## src/rtl/ekf_sched_pkg.sv

```systemverilog
// Shared stage codes, one-hot issue constants, error bit positions and FSM
// encoding for the EKF stage scheduler.
package ekf_sched_pkg;

    localparam logic [1:0] ST_PREDICT = 2'd0;
    localparam logic [1:0] ST_NEWLM   = 2'd1;
    localparam logic [1:0] ST_UPDATE  = 2'd2;
    localparam logic [1:0] ST_ILLEGAL = 2'd3;

    localparam logic [2:0] OH_PREDICT = 3'b001;
    localparam logic [2:0] OH_NEWLM   = 3'b010;
    localparam logic [2:0] OH_UPDATE  = 3'b100;

    localparam int ERR_STAGE = 0;
    localparam int ERR_LK    = 1;
    localparam int ERR_OVF   = 2;
    localparam int ERR_TO    = 3;

    typedef enum logic [1:0] {S_IDLE, S_CHECK, S_WAIT} state_t;

    function automatic logic [2:0] stage_onehot(input logic [1:0] s);
        case (s)
            ST_PREDICT: stage_onehot = OH_PREDICT;
            ST_NEWLM:   stage_onehot = OH_NEWLM;
            ST_UPDATE:  stage_onehot = OH_UPDATE;
            default:    stage_onehot = 3'b000;
        endcase
    endfunction

endpackage

```

## src/rtl/ekf_cmd_fifo.sv

```systemverilog
// Synchronous command FIFO with show-ahead read port; push/pop are
// internally gated by full/empty.
module ekf_cmd_fifo #(
    parameter int W     = 8,
    parameter int DEPTH = 4
) (
    input  logic                     clk,
    input  logic                     rst_n,
    input  logic                     push,
    input  logic [W-1:0]             wdata,
    input  logic                     pop,
    output logic [W-1:0]             rdata,
    output logic                     full,
    output logic                     empty,
    output logic [$clog2(DEPTH):0]   level
);

    localparam int AW = $clog2(DEPTH);

    logic [W-1:0] mem [DEPTH];
    logic [AW:0]  wr_ptr, rd_ptr;
    logic         do_push, do_pop;

    // Extra pointer bit distinguishes full from empty.
    assign level   = wr_ptr - rd_ptr;
    assign full    = (level == (AW+1)'(DEPTH));
    assign empty   = (level == '0);
    assign do_push = push && !full;
    assign do_pop  = pop && !empty;
    assign rdata   = mem[rd_ptr[AW-1:0]];

    always_ff @(posedge clk or negedge rst_n) begin
        if (!rst_n) begin
            wr_ptr <= '0;
            rd_ptr <= '0;
        end else begin
            if (do_push) wr_ptr <= wr_ptr + 1'b1;
            if (do_pop)  rd_ptr <= rd_ptr + 1'b1;
        end
    end

    always_ff @(posedge clk) begin
        if (do_push) mem[wr_ptr[AW-1:0]] <= wdata;
    end

endmodule

```

## src/rtl/ekf_stage_sched.sv

```systemverilog
// EKF stage scheduler: queues predict/newlm/update commands, validates them
// against the landmark count, and issues them one at a time to the core.
module ekf_stage_sched
    import ekf_sched_pkg::*;
#(
    parameter int DW      = 32,
    parameter int LM_AW   = 10,
    parameter int DEPTH   = 4,
    parameter int MAX_LM  = 2**LM_AW-1,
    parameter int TO_W    = 16,
    parameter int TIMEOUT = 0
) (
    input  logic                       clk,
    input  logic                       sys_rst_n,
    input  logic                       cmd_valid,
    output logic                       cmd_ready,
    input  logic [1:0]                 cmd_stage,
    input  logic [LM_AW-1:0]           cmd_lk,
    input  logic [DW-1:0]              cmd_d0,
    input  logic [DW-1:0]              cmd_d1,
    output logic [2:0]                 stage_val,
    input  logic [2:0]                 stage_rdy,
    output logic [LM_AW-1:0]           landmark_num,
    output logic [LM_AW-1:0]           l_k,
    output logic [DW-1:0]              vlr,
    output logic [DW-1:0]              alpha,
    output logic [DW-1:0]              rk,
    output logic [DW-1:0]              phi,
    output logic                       done_valid,
    output logic [1:0]                 done_stage,
    output logic                       done_err,
    output logic [3:0]                 err_flags,
    input  logic                       err_clr,
    output logic                       busy,
    output logic [$clog2(DEPTH):0]     q_level
);

    localparam int FW = 2 + LM_AW + 2*DW;

    state_t            state;
    logic [1:0]        h_stage;
    logic [TO_W-1:0]   to_cnt;
    logic              rst_done;
    logic [FW-1:0]     f_rdata;
    logic              f_full, f_empty, f_pop;
    logic [1:0]        f_stage;
    logic [LM_AW-1:0]  f_lk;
    logic [DW-1:0]     f_d0, f_d1;
    logic              rdy_hit, to_hit, lm_full;
    logic [3:0]        err_set;

    // rst_done keeps cmd_ready low while reset is asserted.
    assign cmd_ready = rst_done && !f_full;
    assign f_pop     = (state == S_IDLE);
    assign busy      = (state != S_IDLE) || !f_empty;
    assign {f_stage, f_lk, f_d0, f_d1} = f_rdata;

    ekf_cmd_fifo #(.W(FW), .DEPTH(DEPTH)) u_fifo (
        .clk   (clk),
        .rst_n (sys_rst_n),
        .push  (cmd_valid && cmd_ready),
        .wdata ({cmd_stage, cmd_lk, cmd_d0, cmd_d1}),
        .pop   (f_pop),
        .rdata (f_rdata),
        .full  (f_full),
        .empty (f_empty),
        .level (q_level)
    );

    assign rdy_hit = |(stage_rdy & stage_val);
    assign to_hit  = (TIMEOUT != 0) && (to_cnt == TO_W'(TIMEOUT-1));
    assign lm_full = (landmark_num == LM_AW'(MAX_LM));

    always_comb begin
        err_set = '0;
        if (state == S_CHECK) begin
            err_set[ERR_STAGE] = (h_stage == ST_ILLEGAL);
            err_set[ERR_LK]    = (h_stage == ST_UPDATE) && (l_k >= landmark_num);
            err_set[ERR_OVF]   = (h_stage == ST_NEWLM) && lm_full;
        end
        if (state == S_WAIT)
            err_set[ERR_TO] = to_hit && !rdy_hit;
    end

    always_ff @(posedge clk or negedge sys_rst_n) begin
        if (!sys_rst_n) begin
            state        <= S_IDLE;
            rst_done     <= 1'b0;
            h_stage      <= '0;
            to_cnt       <= '0;
            stage_val    <= '0;
            landmark_num <= '0;
            l_k          <= '0;
            vlr          <= '0;
            alpha        <= '0;
            rk           <= '0;
            phi          <= '0;
            done_valid   <= 1'b0;
            done_stage   <= '0;
            done_err     <= 1'b0;
            err_flags    <= '0;
        end else begin
            rst_done   <= 1'b1;
            done_valid <= 1'b0;
            err_flags  <= (err_clr ? 4'b0 : err_flags) | err_set;
            case (state)
                S_IDLE: if (!f_empty) begin
                    h_stage <= f_stage;
                    case (f_stage)
                        ST_PREDICT: begin vlr <= f_d0; alpha <= f_d1; end
                        ST_NEWLM:   begin rk <= f_d0; phi <= f_d1; l_k <= landmark_num; end
                        ST_UPDATE:  begin rk <= f_d0; phi <= f_d1; l_k <= f_lk; end
                        default: ;
                    endcase
                    state <= S_CHECK;
                end
                S_CHECK: begin
                    if (|err_set) begin
                        done_valid <= 1'b1;
                        done_err   <= 1'b1;
                        done_stage <= h_stage;
                        state      <= S_IDLE;
                    end else begin
                        stage_val <= stage_onehot(h_stage);
                        to_cnt    <= '0;
                        state     <= S_WAIT;
                    end
                end
                S_WAIT: begin
                    // A matching rdy on the timeout edge still counts as success.
                    if (rdy_hit) begin
                        stage_val  <= '0;
                        if (h_stage == ST_NEWLM && !lm_full)
                            landmark_num <= landmark_num + 1'b1;
                        done_valid <= 1'b1;
                        done_err   <= 1'b0;
                        done_stage <= h_stage;
                        state      <= S_IDLE;
                    end else if (to_hit) begin
                        stage_val  <= '0;
                        done_valid <= 1'b1;
                        done_err   <= 1'b1;
                        done_stage <= h_stage;
                        state      <= S_IDLE;
                    end else if (TIMEOUT != 0) begin
                        to_cnt <= to_cnt + 1'b1;
                    end
                end
                default: state <= S_IDLE;
            endcase
        end
    end

endmodule

```

## config.mk

```make
export PLATFORM = sky130hd
export DESIGN_NAME = ekf_stage_sched
export DESIGN_NICKNAME = d
export VERILOG_FILES = /design/src/rtl/ekf_sched_pkg.sv /design/src/rtl/ekf_cmd_fifo.sv /design/src/rtl/ekf_stage_sched.sv
export SDC_FILE = /design/constraint.sdc
export NUM_CORES = 1
export LEC_CHECK = 0
export CAP_MARGIN = 10
export CORE_ASPECT_RATIO = 1.25
export CORE_UTILIZATION = 40
export DETAILED_ROUTE_END_ITERATION = 12
export SLEW_MARGIN = 10
export SYNTH_ARGS = -nofsm -noshare
export SYNTH_HDL_FRONTEND = slang
export SYNTH_HIERARCHICAL = 1
export SYNTH_SLANG_ARGS = --single-unit
```

## constraint.sdc

```tcl
create_clock -name clk -period 6.15 [get_ports clk]
set_input_delay 0.615 -clock clk [delete_from_list [all_inputs] [get_ports clk]]
set_output_delay 0.615 -clock clk [all_outputs]
set_load 0.005 [all_outputs]
```

**Word level (Yosys, flattened, before mapping)**

Memory sizes are Yosys's and may differ from the RTL's.
Index checks and enable logic that the tools add are counted.

- Multipliers: 0
- Bitwise operators: 3
- Multiplexer cells: 22
- Shifts and indexed selects: 0
- Order comparisons: 1
- Divide/modulo/power cells: 0
- $add $sub $neg: 4
- Reductions and logical operators: 29
- Equality and inequality tests: 13

Operators by type and width:

| operator | number |
|---|---|
| $pmux 10 s2 | 1 |
| $reduce_and 3->1 | 6 |
| $add 10x1->10 const B | 1 |
| $eq 10x10->1 const B | 1 |
| $ge 10x10->1 | 1 |
| $mux 2 | 5 |
| $mux 3 | 3 |
| $pmux 3 s3 | 1 |
| $eq 2x2->1 const B | 4 |
| $logic_and 1x1->1 | 7 |
| $add 3x1->3 const B | 2 |
| $eq 2x1->1 const B | 3 |
| $logic_not 2->1 | 3 |
| $mux 1 | 6 |
| $ne 2x2->1 const B | 3 |
| $pmux 2 s3 | 1 |
| $pmux 3 s2 | 1 |
| $reduce_bool 2->1 | 3 |
| $reduce_or 3->1 | 2 |
| $mux 4 | 1 |
| $or 4x3->4 | 1 |
| $pmux 1 s2 | 2 |
| $pmux 2 s2 | 1 |
| $reduce_and 2->1 | 2 |
| other kinds (9) | 11 |

- Latch bits: 0
- Logic and storage cells: 89
- Memories kept: 1
- RAM bits: 304
- ROM bits: 0
- Output and inout port bits: 164
- Flip-flop bits (word level): 170

Memory list:

| name | depth | bits a word | rd ports | clocked after Yosys merged registers in | wr ports | line | RTL |
|---|---|---|---|---|---|---|---|
| u_fifo.mem | 4 | 76 | 1 | 0 | 1 | ekf_cmd_fifo.sv:20 | `logic [W-1:0] mem [DEPTH];` |

**Longest topological paths before layout**

Gate-level depths: netlist (run 1).

- Word-level depth: 8
- Depth in mapped cells: 11
- Mapped depth without buffers: 11

**By module**

Netlist (run 1), hierarchy kept.

Modules (own cells, without submodules):

| module | area an instance (um^2) | cells each | instances | seq. area each (um^2) |
|---|---|---|---|---|
| ekf_cmd_fifo | 11,387.2 | 441 | 1 | 9,278.9 |
| ekf_stage_sched | 6,658.9 | 470 | 1 | 4,078.9 |

**Least setup slack after synthesis (run 1)**

OpenSTA, ideal clock, no wires.

- Path type: register to register
- Start point: register u_fifo.wr_ptr[0]
- End point: memory u_fifo/mem[3][0] in the netlist's numbering, enable pin
- Buffers on the path: 0
- Data required time: 5,615 ps
- Cell stages (with the launch flop): 11
- Period minus slack after synthesis: 6,212 ps
- Arrival time: 5,676 ps
- Setup time: 535 ps
- Slack: -62 ps
- Cells stage by stage: dfrtp_1 -> inv_1 -> ha_1 -> fa_1 -> xor3_2 -> nand2_1 -> inv_1 -> nor2b_1 -> and2_1 -> nand2_1 -> a21oi_1

- Longest elaborated chain between the ends: 8

RTL lines:

| what | line | RTL |
|---|---|---|
| start, declared | ekf_cmd_fifo.sv:21 | `logic [AW:0] wr_ptr, rd_ptr;` |
| start signal, assigned | ekf_cmd_fifo.sv:37 | `if (do_push) wr_ptr <= wr_ptr + 1'b1;` |
| $sub 3x3->3 | ekf_cmd_fifo.sv:25 | `assign level = wr_ptr - rd_ptr;` |
| net q_level[2] | ekf_stage_sched.sv:35 | `output logic [$clog2(DEPTH):0] q_level` |
| $eq 3x3->1 | ekf_cmd_fifo.sv:26 | `assign full = (level == (AW+1)'(DEPTH));` |
| net f_full | ekf_stage_sched.sv:45 | `logic f_full, f_empty, f_pop;` |
| $logic_not 1->1 | ekf_stage_sched.sv:53 | `assign cmd_ready = rst_done && !f_full;` |
| $logic_and 1x1->1 | ekf_stage_sched.sv:53 |  |
| net cmd_ready | ekf_stage_sched.sv:16 | `output logic cmd_ready,` |
| $logic_and 1x1->1 | ekf_stage_sched.sv:61 | `.push (cmd_valid && cmd_ready),` |
| $logic_and 1x1->1 | ekf_cmd_fifo.sv:28 | `assign do_push = push && !full;` |
| $mux 1 | ekf_cmd_fifo.sv:43 | `if (do_push) mem[wr_ptr[AW-1:0]] <= wdata;` |
| $mux 1 (implied by the code) | ekf_cmd_fifo.sv:43 |  |
| end, declared | ekf_cmd_fifo.sv:20 |  |

The timed path passes the listed nets, and every way through them passes these cells.

**Worst setup path in the final report (run 1)**

- Start point: register u_fifo.rd_ptr[0]
- End point: memory u_fifo/mem[1][40] in the netlist's numbering, enable pin

- Longest elaborated chain between the ends: 8

RTL lines:

| what | line | RTL |
|---|---|---|
| start, declared | ekf_cmd_fifo.sv:21 |  |
| start signal, assigned | ekf_cmd_fifo.sv:38 | `if (do_pop) rd_ptr <= rd_ptr + 1'b1;` |
| $sub 3x3->3 (*) | ekf_cmd_fifo.sv:25 |  |
| $eq 3x3->1 (*) | ekf_cmd_fifo.sv:26 |  |
| net f_full | ekf_stage_sched.sv:45 |  |
| $logic_not 1->1 (*) | ekf_cmd_fifo.sv:28, ekf_stage_sched.sv:53 |  |
| $logic_and 1x1->1 | ekf_stage_sched.sv:53 |  |
| $logic_and 1x1->1 | ekf_stage_sched.sv:61 |  |
| $logic_and 1x1->1 (*) | ekf_cmd_fifo.sv:28 |  |
| $mux 1 (*) | ekf_cmd_fifo.sv:43 |  |
| $mux 1 (implied by the code) (*) | ekf_cmd_fifo.sv:43 |  |

The timed path passes the listed nets; every way through them passes the cells marked *.

==> flow_metrics.tcl, run 1 <==
set metrics [dict create \
    dp_cells 1699 \
    tightest_slew_ps 1090 \
    drc 0 \
    p_switching_mw 3.45 \
    status "completed" \
    dr.pass1.iters 4 \
    port-buffer-count 245 \
    p_per_area_nw_per_um2 525 \
    hold_buffers 0 \
    synthDistinctLibCells 56 \
    dp_hpwl_mm 24.1 \
    cts_tree "yes" \
    ctsResizeCount 0 \
    instances_no_fill 1788 \
    synth_area_leaders "edfxtp_1, dfrtp_1, mux4_2" \
    grt_pass1_wl_mm 57.7 \
    drt_iter0_drc 426 \
    post-route-min-period_ps 4140 \
    yosysTopAreaCellShare_pct 50.6 \
    grt_pass1_vias 9737 \
    post-cts-setup-buffers 0 \
    worstHoldPathType "in -> async" \
    start_util_pct 40.7 \
    clockBufferDepth 3 \
    critPathKind "reg -> reg" \
    slew_headroom_pct 27.7 \
    grt_overflow 0 \
    top_level_ports 247 \
    synth-seq-area-share_pct 74.0 \
    period_share_pct 67.4 \
    finClkSkew_ps 8.46 \
    grt_setup_unrepaired "false" \
    synthFlopType "edfxtp_1" \
    cap_violations 0 \
    clk_pin_slew_ps 60 \
    leakagePower_nw 8.27 \
    avgSynthCellArea_um2 19.8 \
    fin_nets 1281 \
    r2r_setup_slack_ps 2010 \
    crit_required_ps 6360 \
    cts_max_level 2 \
    critPathLaunchType "register" \
    end_kind "register" \
    grt_antenna_before_repair 6 \
    avgRoutedWirePerCell_um 21.2 \
    setup_tns_ps 0 \
    switching_share_pct 28.8 \
    yosysTopAreaCell "edfxtp_1" \
    async_flop_share_pct 35.7 \
    syn_area_um2 18000 \
    ys_warn_count 6 \
    crit_top_cell "and2_1" \
    fp-row-count 86 \
    p_seq_share_pct 40.1 \
    power.internal_mw 8.52 \
    clock.fmax_mhz 241 \
    synth_seq_cells 473 \
    finalSetupViolCount 0 \
    route.final.wire_length_mm 37.9 \
    num_vias 9124 \
    clkLatencyLatePin_ps 550 \
    drv_slew 0 \
    fill_cells 3631 \
    dieWidth_um 192 \
    combinationalPowerShare_pct 34.9 \
    critPathMaxFanout 54 \
    drive_gt1_share_pct 23.2 \
    cp_data_arrival_time_ps 4360 \
    drtAntennaViolNets 0 \
    regToRegEndpoint "u_fifo/mem[1][40]" \
    reg2reg_depth 9 \
    cts_sinks 473 \
    path_buf_inv 2 \
    core_um2 44300 \
    critPathMaxStageDelay_ps 930 \
    synth_edf_count 304 \
    area_delta_synth_final_pct 26.3 \
    cpLargestDelayFamily "simple AND/OR/NAND/NOR gates" \
    cts_root_buf "clkbuf_16" \
    final_cell_mix "edfxtp_1, clkdlybuf4s50_1, dfrtp_1" \
    die-area_um2 46000 \
    crit_path_start "u_fifo/rd_ptr[0]" \
    final_common_cell "edfxtp_1" \
    grt_usage_pct 16.8 \
    die_h_um 239 \
    cts_buffers 46 \
    crit_chain "ha_1, fa_1, and2_1, nand2_1, inv_1, nor2b_1, and2_1, and3_4, buf_4" \
    crit_cells 9 \
    routed_via_density 5.10 \
    grt_max_degree 107 \
    ir_worst_vdd_v 0.000357 \
    timing.rr.start "u_fifo/rd_ptr[0]" \
    globalplace.congestion 0.770 \
    syn_nets 1017 \
    netlist_instances 911 \
    p_clk_share_pct 24.9 \
    worstSetupEndpoint "u_fifo/mem[1][40]" \
    final-hold-violation-count 0 \
    crit_slowest_cell "dfrtp_4" \
]
## how the worst min path moves through the flow
stage,from,endpoint,slack (ps),cells past startpoint
4_1_cts,sys_rst_n,done_valid,190,1
3_3_place_gp,err_flags[2],err_flags[2],470,1
6_report,sys_rst_n,done_valid,140,1
3_5_place_dp,err_flags[2],err_flags[2],470,1
2_1_floorplan,sys_rst_n,alpha[0],320,0
5_1_grt,sys_rst_n,done_valid,200,1
## cell usage after synthesis (2+ instances only)
cell type  instances
a21oi_1            7
nand3_1            2
xor2_1             2
edfxtp_1         304
a211o_1            2
mux4_2            76
mux2_1            22
conb_1             2
and3_1             6
dfrtp_1          169
clkbuf_1          23
a221oi_1           2
o21ai_1            2
nor2b_1            3
nand2_1           27
o21ai_0           13
buf_2             10
nand2b_1           2
xnor2_1           11
ha_1              22
buf_4              3
a21o_1             2
mux2_2           108
nor3_1            10
a22o_1             2
inv_1             25
nor2_1             9
a31oi_1            2
mux2i_1           10
and2_1             3
nand4_1            5
## cell type report
cell class	count	area, um^2	share of cell area (%)
multi-input combinational	375	4460	19.6
sequential	473	13400	58.6
timing repair buffer	254	2520	11.1
inverter	25	93.8	0.412
antenna	3	7.51	0.0329
clock inverter	27	338	1.48
tap	572	716	3.14
clock buffer	59	1280	5.63
## cells by family (layout without fill, tap and decap cells)
| logic type | count (synthesis) | after routing | synth area share [%] |
|---|---|---|---|
| adders and majority gates | 23 | 23 | 1.64 |
| muxes | 217 | 217 | 18.2 |
| and+or+nand+nor | 74 | 74 | 2.07 |
| other | 2 | 5 | 0.0416 |
| xor gates and xnor gates | 14 | 14 | 0.770 |
| DFF | 473 | 473 | 74.0 |
| AOI/OAI and AO/OA | 45 | 45 | 1.75 |
| buffers and inverters | 63 | 365 | 1.48 |
## sequential cells by signal, summed over array words and instances (netlist names), 10 cells and up
| signal | flops |
|---|---|
| u_fifo/mem | 304 |
| rk | 32 |
| phi | 32 |
| alpha | 32 |
| landmark_num | 10 |
| vlr | 32 |
| l_k | 10 |
## power by group through the flow
stage / Sequential (mW) / Combinational, mW / Clock [mW]
2_1_floorplan: 4.72 / 2.47 / 0
3_3_place_gp: 4.87 / 4.23 / 0
3_5_place_dp: 4.88 / 4.28 / 0
4_1_cts: 4.83 / 4.30 / 3.07
5_1_grt: 4.90 / 4.56 / 3.17
6_report: 4.80 / 4.18 / 2.98
## per-stage QoR
stage / power (mW) / area [um^2] / setup slack, ps / hold slack, ps / utilization (%)
2_1_floorplan: 7.19 / 18000 / 1640 / 319 / -
3_3_place_gp: 9.10 / 21200 / 1930 / 468 / 47.7
3_5_place_dp: 9.16 / 21200 / 1910 / 470 / 47.7
4_1_cts: 12.2 / 22800 / 1890 / 190 / 51.4
5_1_grt: 12.6 / 22800 / 1680 / 202 / 51.4
6_report: 12.0 / 22800 / 2010 / 143 / 51.4
## routing by layer
metal  vias to the layer above  share of wire, %  GRT usage, %  wire length [um]
met5                         -              0.12             0                46
met4                         6               2.1          5.20               806
met2                       209                53          29.7             20200
met1                      4764                40          20.6             15100
li1                       4088                 -             -                 -
met3                        57               4.7          3.25              1760
No activity file was read; power rests on OpenSTA's default activity.
==> inputs of run 2 (changes only) <==
==> constraint.sdc (replaced) <==
create_clock -name clk -period 4.1 [get_ports clk]
set_input_delay 0.41 -clock clk [delete_from_list [all_inputs] [get_ports clk]]
set_output_delay 0.41 -clock clk [all_outputs]
set_load 0.005 [all_outputs]
==> flow_metrics.tcl, run 2 (synthesis results as in run 1) <==
set metrics [dict create \
    dr.pass1.iters 4 \
    final_common_cell "edfxtp_1" \
    num_vias 9147 \
    die-area_um2 46000 \
    port-buffer-count 245 \
    avgRoutedWirePerCell_um 21.5 \
    drv_slew 0 \
    grt_pass1_vias 9951 \
    clockBufferDepth 3 \
    die_h_um 239 \
    grt_antenna_before_repair 4 \
    worstHoldPathType "in -> async" \
    finClkSkew_ps 12.2 \
    p_per_area_nw_per_um2 785 \
    globalplace.congestion 0.796 \
    cap_violations 0 \
    critPathLaunchType "register" \
    critPathMaxFanout 6 \
    drtAntennaViolNets 0 \
    route.final.wire_length_mm 38.8 \
    drc 0 \
    cts_tree "yes" \
    fin_util_pct 51.7 \
    drt_iter0_drc 413 \
    final_cell_mix "edfxtp_1, clkdlybuf4s50_1, dfrtp_1" \
    clkLatencyLatePin_ps 560 \
    leakagePower_nw 8.34 \
    grt_max_degree 76 \
    clock.fmax_mhz 294 \
    cts_max_level 2 \
    cts_sinks 473 \
    start_util_pct 40.7 \
    slew_headroom_pct 31.2 \
    post-cts-setup-buffers 0 \
    fp-row-count 86 \
    final-hold-violation-count 0 \
    post-route-min-period_ps 3400 \
    area_delta_synth_final_pct 27.1 \
    finalSetupViolCount 0 \
    grt_usage_pct 17.3 \
    crit_required_ps 3690 \
    drive_gt1_share_pct 23.7 \
    end_kind "output port" \
    ir_worst_vdd_v 0.000422 \
    setup_tns_ps 0 \
    cts_buffers 47 \
    status "completed" \
    grt_setup_unrepaired "false" \
    critPathKind "reg -> out" \
    routed_via_density 5.08 \
    cp_data_arrival_time_ps 2990 \
    dieWidth_um 192 \
    core_um2 44300 \
    clk_pin_slew_ps 60 \
    fin_nets 1293 \
    dp_hpwl_mm 25.2 \
    tightest_slew_ps 1030 \
    cts_root_buf "clkbuf_16" \
    grt_overflow 0 \
    period_share_pct 82.9 \
    fill_cells 3649 \
    largest_reg_flops 304 \
    ctsResizeCount 0 \
    grt_pass1_wl_mm 59.1 \
    top_level_ports 247 \
]
run 2: metal layers:
| metal | up-vias | wire (um) | GRT usage (%) |
|---|---|---|---|
| li1 | 4113 | - | - |
| met1 | 4763 | 15300 | 20.6 |
| met2 | 199 | 20700 | 31.1 |
| met3 | 68 | 1740 | 3.59 |
| met4 | 4 | 987 | 5.54 |
| met5 | - | 31 | 0 |
run 2: path summary, 6_finish.rpt:
check | startpoint | end | slack (ps) | cells after the start
worst max-delay path | u_fifo/wr_ptr[0] | cmd_ready | 700 | 8
worst min-delay path | sys_rst_n | rk[27] | 420 | 2
worst max register to register | u_fifo/wr_ptr[0] | vlr[0] | 730 | 9
worst min register to register | rk[23] | rk[23] | 490 | 1
max in group asynchronous | sys_rst_n | phi[16] | 2780 | 3
min in group clk | cmd_d1[27] | u_fifo/mem[0][27] | 480 | 1
run 2: critical path: stages, from the launching register on:
cell and delay, ps:
dfrtp_1 400, inv_1 110, ha_1 220, fa_1 440
xor3_2 340, nand2_1 170, inv_1 60, nor2b_1 120
clkdlybuf4s50_1 560
run 2: cell type report:
cell class | instances | area (um^2) | share of cell area (%)
Sequential cell | 473 | 13400 | 58.3
Multi-Input combinational cell | 375 | 4460 | 19.5
Timing Repair Buffer | 265 | 2710 | 11.8
Clock buffer | 73 | 1400 | 6.08
Tap cell | 572 | 716 | 3.12
Clock inverter | 15 | 191 | 0.835
Inverter | 25 | 93.8 | 0.409
Antenna cell | 2 | 5.00 | 0.0218
run 2: timing repair:
item | 4_1_cts | 5_1_grt
setup endpoints to repair | 0 | 0
hold endpoints to repair | 63 | 0
hold buffers | 1 | 0
run 2: where the power goes:
group          internal [mW]  total, mW  switching (mW)
clock network           2.60       4.35            1.76
registers               6.45       7.04           0.597
logic                   3.72       6.60            2.89
run 2: stage by stage:
stage / power [mW] / instances / instance area, um^2 / hold WS [ps] / setup WS [ps]
floorplan: 10.8 / 911 / 18100 / 114 / 382
global placement: 13.8 / 1709 / 21300 / 472 / 806
detailed placement: 13.9 / 1709 / 21300 / 471 / 719
CTS: 18.3 / 1798 / 22900 / 440 / 649
global route: 19.0 / 1799 / 22900 / 465 / 498
finish: 18.0 / 1800 / 22900 / 421 / 702
